**config.mk**
```make
export PLATFORM = sky130hd
export DESIGN_NAME = seq_pattern_tx
export DESIGN_NICKNAME = d
export VERILOG_FILES = /design/src/rtl/seq_pkg.sv /design/src/rtl/piso_shift.sv /design/src/rtl/seq_pattern_tx.sv
export SDC_FILE = /design/constraint.sdc
export NUM_CORES = 1
export LEC_CHECK = 0
export CAP_MARGIN = 0
export CORE_MARGIN = 3
export CORE_UTILIZATION = 55
export CTS_CLUSTER_SIZE = 8
export DETAILED_ROUTE_END_ITERATION = 7
export DONT_BUFFER_PORTS = 1
export PLACE_DENSITY = 0.74
export SETUP_SLACK_MARGIN = 0.5
export SLEW_MARGIN = 20
export SYNTH_ARGS = -nofsm -noshare
export SYNTH_HDL_FRONTEND = slang
export SYNTH_SLANG_ARGS = --single-unit
```
**constraint.sdc**
```tcl
create_clock -name clk -period 1.8 [get_ports clk]
set_input_delay 0.18 -clock clk [delete_from_list [all_inputs] [get_ports clk]]
set_output_delay 0.18 -clock clk [all_outputs]
set_load 0.02 [all_outputs]
```
**src/rtl/seq_pkg.sv**
```systemverilog
// rtl/seq_pkg.sv - shared state encoding and pattern constants for the serial pattern transmitter
package seq_pkg;

    typedef enum logic [1:0] {
        IDLE  = 2'd0,
        SHIFT = 2'd1,
        GAP   = 2'd2,
        FIN   = 2'd3
    } state_t;

    // 1001 is the sequence the Mealy detector benches look for.
    localparam logic [3:0] PAT_1001    = 4'b1001;
    localparam logic [3:0] SEQ_DEF_PAT = PAT_1001;

endpackage

```
**src/rtl/piso_shift.sv**
```systemverilog
// rtl/piso_shift.sv - parallel-load, MSB-first shift register; MSB is the serial output bit
module piso_shift #(
    parameter int W = 4
) (
    input  logic         clk,
    input  logic         rst_n,
    input  logic         load,
    input  logic         shift,
    input  logic [W-1:0] din,
    output logic [W-1:0] q
);

    always_ff @(posedge clk or negedge rst_n) begin
        if (!rst_n) begin
            q <= '0;
        end else if (load) begin
            q <= din;
        end else if (shift) begin
            q <= {q[W-2:0], 1'b0};
        end
    end

endmodule

```
**src/rtl/seq_pattern_tx.sv**
```systemverilog
// rtl/seq_pattern_tx.sv - serial pattern transmitter: repeats a latched pattern MSB-first with zero gaps
module seq_pattern_tx
    import seq_pkg::*;
#(
    parameter int               PAT_W   = 4,
    parameter int               CNT_W   = 4,
    parameter logic [PAT_W-1:0] DEF_PAT = PAT_W'(SEQ_DEF_PAT)
) (
    input  logic             clk,
    input  logic             rst_n,
    input  logic             start,
    input  logic             abort,
    input  logic [PAT_W-1:0] pattern,
    input  logic [CNT_W-1:0] reps,
    input  logic [CNT_W-1:0] gap,
    output logic             x_out,
    output logic             bit_valid,
    output logic             busy,
    output logic             done
);

    localparam int              BW       = (PAT_W > 1) ? $clog2(PAT_W) : 1;
    localparam logic [BW-1:0]   LAST_IDX = BW'(PAT_W - 1);
    localparam logic [CNT_W-1:0] CNT_ONE = CNT_W'(1);

    state_t             state, state_nxt;
    logic [PAT_W-1:0]   pat_q, pat_nxt, pat_sel;
    logic [PAT_W-1:0]   sreg, load_data;
    logic [CNT_W-1:0]   rep_cnt, rep_nxt;
    logic [CNT_W-1:0]   gap_len, gap_len_nxt;
    logic [CNT_W-1:0]   gap_cnt, gap_cnt_nxt;
    logic [BW-1:0]      bit_cnt, bit_nxt;
    logic               load, shift;
    logic               valid_nxt, busy_nxt, done_nxt;

    assign pat_sel = (pattern == '0) ? DEF_PAT : pattern;

    // The shift register doubles as the x_out flop: it is loaded with zeros
    // whenever the line must idle low (gap, finish, abort).
    piso_shift #(.W(PAT_W)) u_piso (
        .clk   (clk),
        .rst_n (rst_n),
        .load  (load),
        .shift (shift),
        .din   (load_data),
        .q     (sreg)
    );

    assign x_out = sreg[PAT_W-1];

    always_ff @(posedge clk or negedge rst_n) begin
        if (!rst_n) begin
            state     <= IDLE;
            pat_q     <= '0;
            rep_cnt   <= '0;
            gap_len   <= '0;
            gap_cnt   <= '0;
            bit_cnt   <= '0;
            bit_valid <= 1'b0;
            busy      <= 1'b0;
            done      <= 1'b0;
        end else begin
            state     <= state_nxt;
            pat_q     <= pat_nxt;
            rep_cnt   <= rep_nxt;
            gap_len   <= gap_len_nxt;
            gap_cnt   <= gap_cnt_nxt;
            bit_cnt   <= bit_nxt;
            bit_valid <= valid_nxt;
            busy      <= busy_nxt;
            done      <= done_nxt;
        end
    end

    always_comb begin
        state_nxt   = state;
        pat_nxt     = pat_q;
        rep_nxt     = rep_cnt;
        gap_len_nxt = gap_len;
        gap_cnt_nxt = gap_cnt;
        bit_nxt     = bit_cnt;
        load        = 1'b0;
        shift       = 1'b0;
        load_data   = '0;
        valid_nxt   = 1'b0;
        busy_nxt    = 1'b0;
        done_nxt    = 1'b0;

        if (abort) begin
            state_nxt = IDLE;
            load      = 1'b1;
        end else begin
            case (state)
                IDLE: begin
                    if (start) begin
                        pat_nxt     = pat_sel;
                        rep_nxt     = reps;
                        gap_len_nxt = gap;
                        if (reps == '0) begin
                            state_nxt = FIN;
                            done_nxt  = 1'b1;
                        end else begin
                            state_nxt = SHIFT;
                            load      = 1'b1;
                            load_data = pat_sel;
                            bit_nxt   = LAST_IDX;
                            valid_nxt = 1'b1;
                            busy_nxt  = 1'b1;
                        end
                    end
                end

                SHIFT: begin
                    valid_nxt = 1'b1;
                    busy_nxt  = 1'b1;
                    if (bit_cnt != '0) begin
                        shift   = 1'b1;
                        bit_nxt = bit_cnt - BW'(1);
                    end else begin
                        rep_nxt = rep_cnt - CNT_ONE;
                        load    = 1'b1;
                        if (rep_cnt == CNT_ONE) begin
                            state_nxt = FIN;
                            valid_nxt = 1'b0;
                            busy_nxt  = 1'b0;
                            done_nxt  = 1'b1;
                        end else if (gap_len != '0) begin
                            state_nxt   = GAP;
                            gap_cnt_nxt = gap_len;
                        end else begin
                            load_data = pat_q;
                            bit_nxt   = LAST_IDX;
                        end
                    end
                end

                GAP: begin
                    // gap_cnt counts the gap bits still owed, including the one on the line now.
                    valid_nxt   = 1'b1;
                    busy_nxt    = 1'b1;
                    gap_cnt_nxt = gap_cnt - CNT_ONE;
                    if (gap_cnt == CNT_ONE) begin
                        state_nxt = SHIFT;
                        load      = 1'b1;
                        load_data = pat_q;
                        bit_nxt   = LAST_IDX;
                    end
                end

                FIN: begin
                    state_nxt = IDLE;
                end

                default: begin
                    state_nxt = IDLE;
                    load      = 1'b1;
                end
            endcase
        end
    end

endmodule

```
==> metrics.txt <==
outcome=finished with violations; failing checks=setup timing; WHS Path Cells=2; port bufs=0; share of cells above drive strength 1=0.518; final setup fails=2; final wirelength=roughly 4700 um; H-tree levels=1; vias in the first global route=~1.5k; die height=around 60 um; Worst EP arrival=~2100 ps; synthesis-to-finish area growth=46.8%; Critical R2R Launch=gap_len[0]; CP Data Required Time=between 2000 and 2500 ps; share of flip-flops with an asynchronous set or reset=1.00; Final min period=~1900 ps; Slew @ Worst Pin=roughly 550 ps; Clk pin slew, worst setup/hold paths=about 140 ps; RSZ-0062 raised after global routing=yes; synth unique cells=51; Synth area leader=dfrtp_1; Seq/Total Area, Yosys=0.424; number of flops mapped to enable cells by yosys=0; ANT nets after route=0; Area after DPL=0.00174 mm^2; Antenna Cells=0; Finished Layout Cells=227; post-synthesis net count=178; hold worst-path end=gap_cnt[1]; critical path peak fanout=3; net total in the final layout=between 200 and 250; Final WS setup=-77.9 ps; Core Area=approximately 0.0026 mm^2; Initial Utilization=0.597; Peak Freq=about 0.53 GHz; Leakage=~0.96 nW; Clock Sinks=26; TritonCTS clock tree=done; top-area cell type share of the netlist area=0.424; Crit Path Category=reg -> reg; Mean Syn Cell Area=9.77 um^2; P per Cell Area=928 mW/mm^2; Worst setup SP type=flip-flop; Peak supply drop=between 800 and 900 uV; CTS Root Cell=clkbuf_4; worst min-delay path startpoint=abort; clock buffer depth=2; CP Capture Type=flip-flop; die area=~0.0035 mm^2; clock latency on the worst-skew pair=330 ps; Starting DRT DRC Count=140; Max Cap Viol=0; Placement Setup Slack=-7.35 ps; RD Place Congestion=0.846; CTS Buf Count=3; Post-Synthesis Cell Area=between 0.0015 and 0.002 mm^2; Reg2Reg Depth=4; GRT Util Overall=0.266; R2R Path End=bit_cnt[1]; Placed Instances=a little under 200; initial antenna violation count=0; # IOs=20; Synth Register Bits=26; Chip Width=around 59 um; DP HPWL=2490 um; YS warnings=0; clk_skew=between 7 and 8 ps; Via density=between 6 and 7; Post-route DRC=0; Std-Cell Rows=18; cell count after synthesis=approximately 160; Slew HR=0.630; reg2reg setup slack=-80 ps; DRT Pass-1 Iters=4; pin count of the biggest net entering global routing=27; Final Hold Fails=0; ys flop type=dfrtp_1; largest cells by area after synthesis=dfrtp_1 42%, mux2_2 6.6%, ha_1 4.1%; Final Cycle Share=1.04; worst min path class=in -> reg; WL/cell=~21 um; first-pass GRT wire length=about 7000 um; fin area=around 0.0023 mm^2; global route overflow=0; max-slew violations=0; Fin Hold WS=between 5 and 6 ps; Via Count=about 1.5k
==> flip-flops by register name (all words and copies together) (netlist names) <==
| signal | cells |
|---|---|
| state | 2 |
| u_piso.q | 4 |
| bit_cnt | 2 |
| rep_cnt | 4 |
| gap_cnt | 4 |
| pat_q | 4 |
| busy | 1 |
| done | 1 |
| gap_len | 4 |
==> stage by stage <==
step           power [mW]  utilization  setup TNS [ps]
2_1_floorplan        1.30            -               0
3_3_place_gp         1.44        0.676               0
3_5_place_dp         1.47        0.676           -14.0
4_1_cts              1.92        0.826           -30.5
5_1_grt              2.21        0.877            -468
6_report             2.09        0.877            -155
==> layout by cell type (no fill, tap or decap), types with 3 or more instances in the layout <==
cell type,instances
buf_4,26
nand2_1,4
a21oi_1,4
nor3_1,9
dfrtp_1,24
ha_4,3
mux2_4,9
a22oi_2,4
nor2_1,9
buf_6,11
nand3_1,4
nor3b_4,3
inv_2,4
dlygate4sd3_1,8
o21ai_0,4
a21oi_2,5
inv_1,3
clkbuf_4,3
==> how the worst max path moves through the flow <==
stage | slack (ps) | cells after the start | startpoint | to
after floorplan | 40 | 4 | gap_len[2] | bit_cnt[0]
after global placement | 20 | 4 | gap_len[2] | bit_cnt[0]
after detailed placement | -7 | 4 | gap_len[2] | bit_cnt[1]
after CTS | -20 | 4 | gap_len[2] | bit_cnt[0]
after global routing | -130 | 4 | gap_len[0] | bit_cnt[0]
final | -80 | 4 | gap_len[0] | bit_cnt[1]
==> final cells by class <==
| class | count | area [um^2] |
|---|---|---|
| clock buffers | 3 | 22.5 |
| flip-flops and latches | 26 | 653 |
| multi-input cells | 114 | 1090 |
| repair buffers | 47 | 424 |
| well taps | 30 | 37.5 |
| fillers | 122 | 315 |
| inverters | 7 | 26.3 |
==> cells by family (layout without fill, tap and decap cells) <==
kind of cell | after synthesis | count (layout) | synth area share
muxes | 11 | 11 | 0.0791
DFF | 26 | 26 | 0.424
buffers and inverters | 17 | 57 | 0.0481
and+or+nand+nor | 55 | 55 | 0.212
adders and majority gates | 5 | 5 | 0.0408
AOI/OAI and AO/OA | 43 | 43 | 0.196
==> Yosys cell counts (2+ instances only) <==
cell and n:
dfrtp_1 26, nor2_1 11, a21oi_1 9, mux2_2 9
nor3_1 9, inv_1 7, nand3_1 6, o21ai_0 6
a22oi_1 5, ha_1 5, buf_2 4, nand2_1 4
nand2b_1 4, nor2b_1 4, a211oi_1 3, clkbuf_1 3
nor3b_1 3, or2_2 3, mux2i_1 2, nor3_2 2
o211ai_1 2
==> what timing repair did <==
item / CTS / global route
hold buffers: 8 / 1
gates resized for setup: 43 / 15
setup endpoints to repair: 26 / 26
endpoints found under the hold margin: 35 / 1
pin swaps: 11 / 10
buffers inserted: 12 / 7
cloned: 2 / 0
==> power by group <==
part | internal, mW | switching [mW]
Combinational | 0.509 | 0.414
Clock | 0.0787 | 0.178
Sequential | 0.731 | 0.178
==> critical path: stages (launching register included) <==
cell     delay, ps
dfrtp_1        410
or4_4          570
o21ai_2        180
nor4b_4        300
mux2_4         330
==> layer usage <==
layer  GRT usage  up-vias  routed length, um
li1            -      660                  -
met1       0.355      748               1930
met3      0.0395        7                312
met4      0.0680        0                 59
met5           0        -                  0
met2       0.453       73               2360
No activity file was read; power rests on OpenSTA's default activity.
